## config.mk

```make
export PLATFORM = sky130hd
export DESIGN_NAME = nearest_value_finder_flat
export DESIGN_NICKNAME = d
export VERILOG_FILES = /design/src/rtl/nearest_value_finder_pkg.sv /design/src/rtl/nearest_value_finder_if.sv /design/src/rtl/nearest_value_finder_abs_distance.sv /design/src/rtl/nearest_value_finder.sv /design/src/flat_wrapper.sv
export SDC_FILE = /design/constraint.sdc
export NUM_CORES = 1
export LEC_CHECK = 0
export ABC_AREA = 1
export BUFFER_PORTS_ARGS = -buffer_cell sky130_fd_sc_hd__buf_2
export CAP_MARGIN = 20
export CORE_MARGIN = 4
export CORE_UTILIZATION = 30
export CTS_BUF_LIST = sky130_fd_sc_hd__clkbuf_8
export CTS_CLUSTER_DIAMETER = 150
export CTS_CLUSTER_SIZE = 16
export DETAILED_ROUTE_END_ITERATION = 8
export GPL_TIMING_DRIVEN = 1
export MAX_ROUTING_LAYER = met4
export SETUP_SLACK_MARGIN = 0.05
export SYNTH_ARGS = -nofsm -noshare
export SYNTH_HDL_FRONTEND = slang
export SYNTH_SLANG_ARGS = --single-unit
```

## constraint.sdc

```tcl
create_clock -name clk -period 7.1 [get_ports clk]
set_clock_uncertainty 0.15 [all_clocks]
set_input_delay 0.355 -clock clk [delete_from_list [all_inputs] [get_ports clk]]
set_output_delay 0.355 -clock clk [all_outputs]
set_load 0.05 [all_outputs]
```

## src/rtl/nearest_value_finder_pkg.sv

```systemverilog
// Shared types and constants for the nearest/farthest value search.
package nvf_pkg;

    typedef enum logic [1:0] {
        IDLE = 2'd0,
        SCAN = 2'd1,
        DONE = 2'd2
    } nvf_state_t;

    localparam int MODE_NEAREST  = 0;
    localparam int MODE_FARTHEST = 1;

    // Index width for a given candidate count; never narrower than one bit.
    function automatic int idx_width(input int count);
        return (count > 1) ? $clog2(count) : 1;
    endfunction

endpackage

```

## src/rtl/nearest_value_finder_if.sv

```systemverilog
// Start/candidate/result bus of the value finder.
interface nearest_value_finder_if
    import nvf_pkg::*;
#(
    parameter int WIDTH = 8,
    parameter int COUNT = 4
);
    localparam int IW = idx_width(COUNT);

    logic             start;
    logic [WIDTH-1:0] ref_in;
    logic             in_valid;
    logic [WIDTH-1:0] in_data;
    logic             in_ready;
    logic             out_valid;
    logic             out_ready;
    logic [WIDTH-1:0] out_data;
    logic [IW-1:0]    out_index;
    logic [WIDTH-1:0] out_dist;
    logic             busy;

    modport master (
        output start, ref_in, in_valid, in_data, out_ready,
        input  in_ready, out_valid, out_data, out_index, out_dist, busy
    );

    modport slave (
        input  start, ref_in, in_valid, in_data, out_ready,
        output in_ready, out_valid, out_data, out_index, out_dist, busy
    );

endinterface

```

## src/rtl/nearest_value_finder_abs_distance.sv

```systemverilog
// Combinational |a - b|: subtract the smaller operand from the larger so it never wraps.
module abs_distance #(
    parameter int WIDTH = 8
) (
    input  logic [WIDTH-1:0] a_i,
    input  logic [WIDTH-1:0] b_i,
    output logic [WIDTH-1:0] dist_o
);

    assign dist_o = (a_i >= b_i) ? (a_i - b_i) : (b_i - a_i);

endmodule

```

## src/rtl/nearest_value_finder.sv

```systemverilog
// Streaming nearest/farthest search: latch a reference, scan COUNT candidates,
// hold the winner (value, arrival index, distance) until the consumer takes it.
module nearest_value_finder
    import nvf_pkg::*;
#(
    parameter int WIDTH = 8,
    parameter int COUNT = 4,
    parameter int MODE  = MODE_NEAREST
) (
    input logic                  clk,
    input logic                  rst,
    nearest_value_finder_if.slave bus
);

    localparam int            IW   = idx_width(COUNT);
    localparam logic [IW-1:0] LAST = IW'(COUNT - 1);

    nvf_state_t       state_q, state_d;
    logic [WIDTH-1:0] ref_q;
    logic [WIDTH-1:0] best_data_q;
    logic [IW-1:0]    best_idx_q;
    logic [WIDTH-1:0] best_dist_q;
    logic [IW-1:0]    cnt_q;

    logic             beat;
    logic             last_beat;
    logic             better;
    logic [WIDTH-1:0] cand_dist;

    abs_distance #(.WIDTH(WIDTH)) u_abs_distance (
        .a_i    (ref_q),
        .b_i    (bus.in_data),
        .dist_o (cand_dist)
    );

    assign beat      = (state_q == SCAN) && bus.in_valid;
    assign last_beat = beat && (cnt_q == LAST);
    // Strict compare keeps the earliest candidate on a tie.
    assign better    = (MODE == MODE_FARTHEST) ? (cand_dist > best_dist_q)
                                               : (cand_dist < best_dist_q);

    // State register.
    always_ff @(posedge clk) begin
        if (rst) state_q <= IDLE;
        else     state_q <= state_d;
    end

    // Next-state and handshake outputs.
    always_comb begin
        state_d       = state_q;
        bus.in_ready  = 1'b0;
        bus.out_valid = 1'b0;
        bus.busy      = 1'b0;
        case (state_q)
            IDLE: begin
                if (bus.start) state_d = SCAN;
            end
            SCAN: begin
                bus.in_ready = 1'b1;
                bus.busy     = 1'b1;
                if (last_beat) state_d = DONE;
            end
            DONE: begin
                bus.out_valid = 1'b1;
                bus.busy      = 1'b1;
                if (bus.out_ready) state_d = IDLE;
            end
            default: state_d = IDLE;
        endcase
    end

    // Reference capture, beat counter and running best.
    always_ff @(posedge clk) begin
        if (rst) begin
            ref_q       <= '0;
            cnt_q       <= '0;
            best_data_q <= '0;
            best_idx_q  <= '0;
            best_dist_q <= '0;
        end else if (state_q == IDLE && bus.start) begin
            ref_q <= bus.ref_in;
            cnt_q <= '0;
        end else if (beat) begin
            if (cnt_q == '0 || better) begin
                best_data_q <= bus.in_data;
                best_idx_q  <= cnt_q;
                best_dist_q <= cand_dist;
            end
            if (!last_beat) cnt_q <= cnt_q + IW'(1);
        end
    end

    assign bus.out_data  = best_data_q;
    assign bus.out_index = best_idx_q;
    assign bus.out_dist  = best_dist_q;

endmodule

```

## src/flat_wrapper.sv

```systemverilog
// flat-port wrapper written by rule: the top's interface ports become plain ports
module nearest_value_finder_flat import nvf_pkg::*;
#(
    parameter int WIDTH = 8,
    parameter int COUNT = 4,
    parameter int MODE  = MODE_NEAREST
)
  (clk, rst, bus_start, bus_ref_in, bus_in_valid, bus_in_data, bus_out_ready, bus_in_ready, bus_out_valid, bus_out_data, bus_out_index, bus_out_dist, bus_busy);
  nearest_value_finder_if #(.WIDTH(WIDTH), .COUNT(COUNT)) bus_i ();
  input logic clk;
  input logic rst;
  input wire logic [$bits(bus_i.start)-1:0] bus_start;
  input wire logic [$bits(bus_i.ref_in)-1:0] bus_ref_in;
  input wire logic [$bits(bus_i.in_valid)-1:0] bus_in_valid;
  input wire logic [$bits(bus_i.in_data)-1:0] bus_in_data;
  input wire logic [$bits(bus_i.out_ready)-1:0] bus_out_ready;
  output wire logic [$bits(bus_i.in_ready)-1:0] bus_in_ready;
  output wire logic [$bits(bus_i.out_valid)-1:0] bus_out_valid;
  output wire logic [$bits(bus_i.out_data)-1:0] bus_out_data;
  output wire logic [$bits(bus_i.out_index)-1:0] bus_out_index;
  output wire logic [$bits(bus_i.out_dist)-1:0] bus_out_dist;
  output wire logic [$bits(bus_i.busy)-1:0] bus_busy;
  assign bus_i.start = bus_start;
  assign bus_i.ref_in = bus_ref_in;
  assign bus_i.in_valid = bus_in_valid;
  assign bus_i.in_data = bus_in_data;
  assign bus_i.out_ready = bus_out_ready;
  assign bus_in_ready = bus_i.in_ready;
  assign bus_out_valid = bus_i.out_valid;
  assign bus_out_data = bus_i.out_data;
  assign bus_out_index = bus_i.out_index;
  assign bus_out_dist = bus_i.out_dist;
  assign bus_busy = bus_i.busy;
  nearest_value_finder #(.WIDTH(WIDTH), .COUNT(COUNT), .MODE(MODE)) u_core (.clk(clk), .rst(rst), .bus(bus_i));
endmodule
```

## Yosys cells after proc, flatten, opt, wreduce, memory -nomap -nowiden

Index checks and enable logic that the tools add are counted.

- Reductions and logical operators: 11
- Bitwise gates (word level): 2
- $lt $le $gt $ge: 2
- Add/subtract/negate cells: 3
- Equal/unequal tests: 6
- Mux-type cells: 8

Operator list:

| kind | number |
|---|---|
| 8-bit subtractor | 2 |
| 8-bit >= comparator | 1 |
| 8-bit < comparator | 1 |
| 8-bit 2-to-1 mux | 1 |
| 2-bit 2-to-1 mux | 3 |
| 2-bit one-hot mux with 3 select lines | 1 |
| 3-bit AND reduction | 2 |
| 2-bit == test (second input constant) | 2 |
| 2-bit zero test | 2 |
| 2-bit inequality test (second input constant) | 2 |
| 2-bit OR reduction | 2 |
| 1-bit logical AND | 3 |
| 1-bit 2-to-1 mux | 3 |
| 2-bit by 1-bit adder with 2-bit output (second input constant) | 1 |
| 2-bit by 1-bit == test with 1-bit output (second input constant) | 1 |
| 2-bit by 1-bit inequality test with 1-bit output (second input constant) | 1 |
| 1-bit inverter | 2 |
| 2-bit AND reduction | 1 |
| 1-bit logical OR | 1 |

- Logic and storage cells: 38
- Output and inout port bits: 21
- Bits in registers: 30

## Longest topological paths before layout

- Depth after elaboration: 5
- Depth in mapped cells: 26
- Gate-level depth less buffers: 25

## Modules after synthesis

Synthesis repeated with hierarchy kept, for this count alone.

- Cells, all modules: 383
- Area total of the unflattened synthesis: 2,568.7 µm²

Modules (own cells, without submodules):

| module | cells an instance | seq. area each (µm²) | area an instance (µm²) | instances |
|---|---|---|---|---|
| nearest_value_finder | 219 | 600.6 | 1,609.0 | 1 |
| abs_distance | 164 | 0.0 | 959.7 | 1 |

## Least setup slack after synthesis

No wires, ideal clock.

- Path type: reg-to-reg
- Start: reg u_core.ref_q[0]
- End: reg u_core.best_data_q[0], in the netlist u_core.bus.out_data[0]
- Library setup time: 113 ps
- Cell stages (with the launch flop): 24
- Path buffers: 1
- Clock period less this slack: 2,900 ps
- Setup slack: 4,200 ps
- Data required time: 6,837 ps
- Arrival time: 2,637 ps
- Cell sequence: dfxtp_1 > inv_1 > ha_1 > inv_1 > fa_1 > nand3_1 > nand2_2 > nand2_1 > nand2_2 > nor2_4 > nand2_1 > nand2_1 > inv_1 > ha_1 > nand2_1 > inv_1 > nor2_1 > o21a_1 > nand2_1 > nand2_1 > nand2_2 > buf_2 > nor2_1 > nor2_1

- Longest elaborated chain between the ends: 5

Ends and longest elaborated chain:

| what | RTL line | text |
|---|---|---|
| start: declaration | nearest_value_finder.sv:19 | `logic [WIDTH-1:0] ref_q;` |
| start signal: assignment | nearest_value_finder.sv:81 | `ref_q <= bus.ref_in;` |
| 8-bit subtractor or 8-bit >= comparator (tied branches) | nearest_value_finder_abs_distance.sv:10 | `assign dist_o = (a_i >= b_i) ? (a_i - b_i) : (b_i - a_i);` |
| 8-bit 2-to-1 mux * | nearest_value_finder_abs_distance.sv:10 |  |
| named net u_core.cand_dist[7] | nearest_value_finder.sv:28 | `logic [WIDTH-1:0] cand_dist;` |
| 8-bit < comparator * | nearest_value_finder.sv:40 | `: (cand_dist < best_dist_q);` |
| 1-bit logical OR * | nearest_value_finder.sv:84 | `if (cnt_q == '0 \|\| better) begin` |
| 3-bit AND reduction (no source line) * | -- |  |
| end signal: assignment | nearest_value_finder.sv:85 | `best_data_q <= bus.in_data;` |
| end: declaration | nearest_value_finder.sv:20 | `logic [WIDTH-1:0] best_data_q;` |

The timed path passes the listed nets; every way through them passes the cells marked *.
A chain may end at the register's enable or synchronous reset.

## Worst setup path in the final report

- Start: reg u_core.ref_q[0]
- End: reg u_core.best_dist_q[6], in the netlist u_core.bus.out_dist[6]

- Longest elaborated chain between the ends: 5

Ends and longest elaborated chain:

| what | RTL line | text |
|---|---|---|
| 8-bit subtractor or 8-bit >= comparator (tied branches) | nearest_value_finder_abs_distance.sv:10 |  |
| 8-bit 2-to-1 mux * | nearest_value_finder_abs_distance.sv:10 |  |
| named net u_core.cand_dist[7] | nearest_value_finder.sv:28 |  |
| 8-bit < comparator * | nearest_value_finder.sv:40 |  |
| 1-bit logical OR * | nearest_value_finder.sv:84 |  |
| 3-bit AND reduction (no source line) * | -- |  |
| end signal: assignment | nearest_value_finder.sv:87 | `best_dist_q <= cand_dist;` |
| end: declaration | nearest_value_finder.sv:22 | `logic [WIDTH-1:0] best_dist_q;` |

Marks and branches as above.

==> run summary <==
Status -> finished, final reports clean
WL final -> 5322 um
Final setup violation count -> 0
Post_cts resized -> 0
R2r endpoint -> u_core.bus.out_dist[6]
Top post-synthesis cells by area -> dfxtp_1, nand2_1, ha_1
RSZ-0062 raised after global routing -> false
CP max-delay cell -> fa_1
CTS Buffer Depth -> 2
# rows -> 32
Max Cap Violations -> 0
R2r worst-path depth -> 24
Post-Syn Instances -> 388
Synth cell types -> 26
DRT iter0 DRCs -> 85
Syn_area_per_cell -> 6.266 um^2
CTS tree -> yes
Overall Global Routing Usage -> 12.01%
CP max FO -> 35
Area grow syn2layout -> 15.18%
# DRC -> 0
Die height -> 98.02 um
# nets final -> 479
Peak Freq -> 289.6 MHz
CP Buf/Inv Count -> 6
Post-synth EDFFs -> 0
Yosys top cell by area -> dfxtp_1
Fillers -> 883
Synthesis-stage register bit count -> 30
# port buffers -> 41
FF-to-FF setup slack -> 3.65 ns
Leak Pwr -> 1.640 nW
Register area share after synthesis -> 24.70%
First-pass GRT wire length -> 9411 um
Hold Path Class -> in2reg
Wire length per cell -> 10.02 um
DR pass1 iterations -> 4
Power Dens Cells -> 352.5 mW/mm^2
Ys async rst share -> 0%
Hold buffers post-CTS -> 0
Via count -> 2,250
Worst hold slack -> 0.1689 ns
WHS Path Cells -> 3
Vias in the first global route -> 2,209
Main synth FF type -> dfxtp_1
Endpoint class of the critical path -> register
CTS clock-pin slew for the worst setup and hold paths -> 0.08 ns
CP Launch Type -> register
Most numerous cell in the Yosys netlist -> nand2_1
Post-CTS setup repair buffer count -> 0
Final ANT Viol Nets -> 0
CP Class -> reg2reg
Slew headroom -> 49.52%
Cell repeated most along the worst path -> nand2_1
Synthesis Warnings -> 0
Setup TNS -> 0 ns
Vias per cell -> 4.237
Crit path cell chain -> inv_1 -> ha_1 -> inv_1 -> fa_1 -> nand3_1 -> nand2_2 -> nand2_1 -> nand2_2 -> nor2_4 -> nand2_1 -> nand2_1 -> inv_1 -> ha_1 -> nand2_1 -> inv_1 -> nor2_1 -> o21a_1 -> nand2_1 -> nand2_1 -> nand2_2 -> inv_1 -> nand2_1 -> inv_1 -> nor2_2
Placement Setup Slack -> 3.561 ns
DIE AREA -> 0.009608 mm^2
Hold EP -> u_core.bus.out_data[7]
CTS root buf -> clkbuf_8
Worst skew pair latency -> 0.29 ns
Layout cells sized above 1 -> 17.48%
Total grt overflow -> 0
Htree depth -> 2
Slew Limit Fails -> 0
Clock buffer count from CTS -> 5
Core Footprint -> 0.007807 mm^2
Post-synth top area share -> 24.70%
Max VDD drop -> 0.2823 mV
Netlist Area Pre-Place -> 0.002431 mm^2
Worst r2r src -> u_core.ref_q[0]
WP data arrival -> 3.49 ns
Starting density of the core -> 31.14%
Hold Vio Cnt, Final -> 0
Routability cong. -> 0.8364
Ant. Diodes -> 0
Top cells by count, synth -> nand2_1, inv_1, nor2_1, dfxtp_1, ha_1
Fin crit period -> 3.453 ns
Initial antenna violation count -> 0
Clk sinks -> 30
Largest net degree at the start of global routing -> 36
Post-Syn Nets -> 439
Ports -> 42
Required time worst endpoint -> 7.14 ns
Critical Path Max Stage Delay -> 0.42 ns
Delay-heaviest family, CP -> simple AND/OR/NAND/NOR gates
Final period utilization -> 48.64%
Post-DP HPWL -> 4388 um
Worst-Margin Slew -> 0.7526 ns
Final worst slack -> 3.647 ns
Die span in x -> 98.02 um
Hold_sp -> bus_in_data[7]
[area by class of cell]
| cell class | count | area (um^2) | area share (%) |
|---|---|---|---|
| Multi-Input combinational cell | 265 | 1453 | 51.88 |
| Sequential cell | 30 | 600.6 | 21.45 |
| Inverter | 85 | 319.1 | 11.39 |
| Timing Repair Buffer | 41 | 205.2 | 7.328 |
| Tap cell | 102 | 127.6 | 4.558 |
| Clock buffer | 6 | 82.58 | 2.949 |
| Clock inverter | 2 | 12.51 | 0.4468 |
[layer usage]
| metal | GRT usage, % | up-vias | share of wire, % |
|---|---|---|---|
| met1 | 14.07 | 972 | 47 |
| met4 | 4.366 | 0 | 1.8 |
| li1 | - | 1229 | - |
| met5 | - | - | 0 |
| met3 | 2.143 | 9 | 3.4 |
| met2 | 20.52 | 40 | 48 |
[cells in the final DEF, fill, tap and decap left out, drive strengths merged, types with 5 or more instances in the layout]
master,count
nand3,10
nand2,134
nor2,48
dfxtp,30
inv,84
o21ai,11
nand4,5
buf,41
ha,28
a21oi,18
clkbuf,6
[state kept, by name (all words and copies together) (netlist names)]
signal,count
u_core.bus.out_data,8
u_core.bus.out_dist,8
u_core.ref_q,8
u_core.state_q,2
u_core.bus.out_index,2
u_core.cnt_q,2
[cell families after synthesis]
kind of cell / share of synthesized area, %
XOR/XNOR: 2.162
buffers and inverters: 15.54
flip-flops: 24.70
adder cells (fa/ha/maj): 16.06
AO/OA/AOI/OAI: 7.412
AND/OR/NAND/NOR: 34.12
[tightest hold or removal path, cell delays in order]
cell and delay, ns:
buf_2 0.10, nor2_1 0.04, nor2_1 0.08
[through the flow]
stage	power [mW]	instances	utilization (%)	cell area, um^2
after floorplan	0.7324	388	-	2431
after global placement	0.8364	523	34.65	2705
after detailed placement	0.8468	523	34.65	2705
after CTS	1.001	531	35.87	2800
after global routing	1.089	531	35.87	2800
final	0.9871	531	35.87	2800
[where the power goes]
| group | internal (mW) | switching, mW |
|---|---|---|
| Clock | 0.0779 | 0.0712 |
| Sequential | 0.208 | 0.0202 |
| Combinational | 0.193 | 0.417 |
[worst max path at each step]
stage,startpoint,to,slack (ns),depth (start not counted)
CTS,u_core.ref_q[0],u_core.bus.out_dist[6],3.62,24
global placement,bus_in_data[0],u_core.bus.out_dist[5],3.59,24
global route,u_core.ref_q[0],u_core.bus.out_data[5],3.25,21
detailed placement,bus_in_data[0],u_core.bus.out_dist[6],3.56,24
finish,u_core.ref_q[0],u_core.bus.out_dist[6],3.65,24
floorplan,u_core.ref_q[0],u_core.bus.out_data[0],4.20,23
Note: power is estimated with default switching activity, not from simulation.
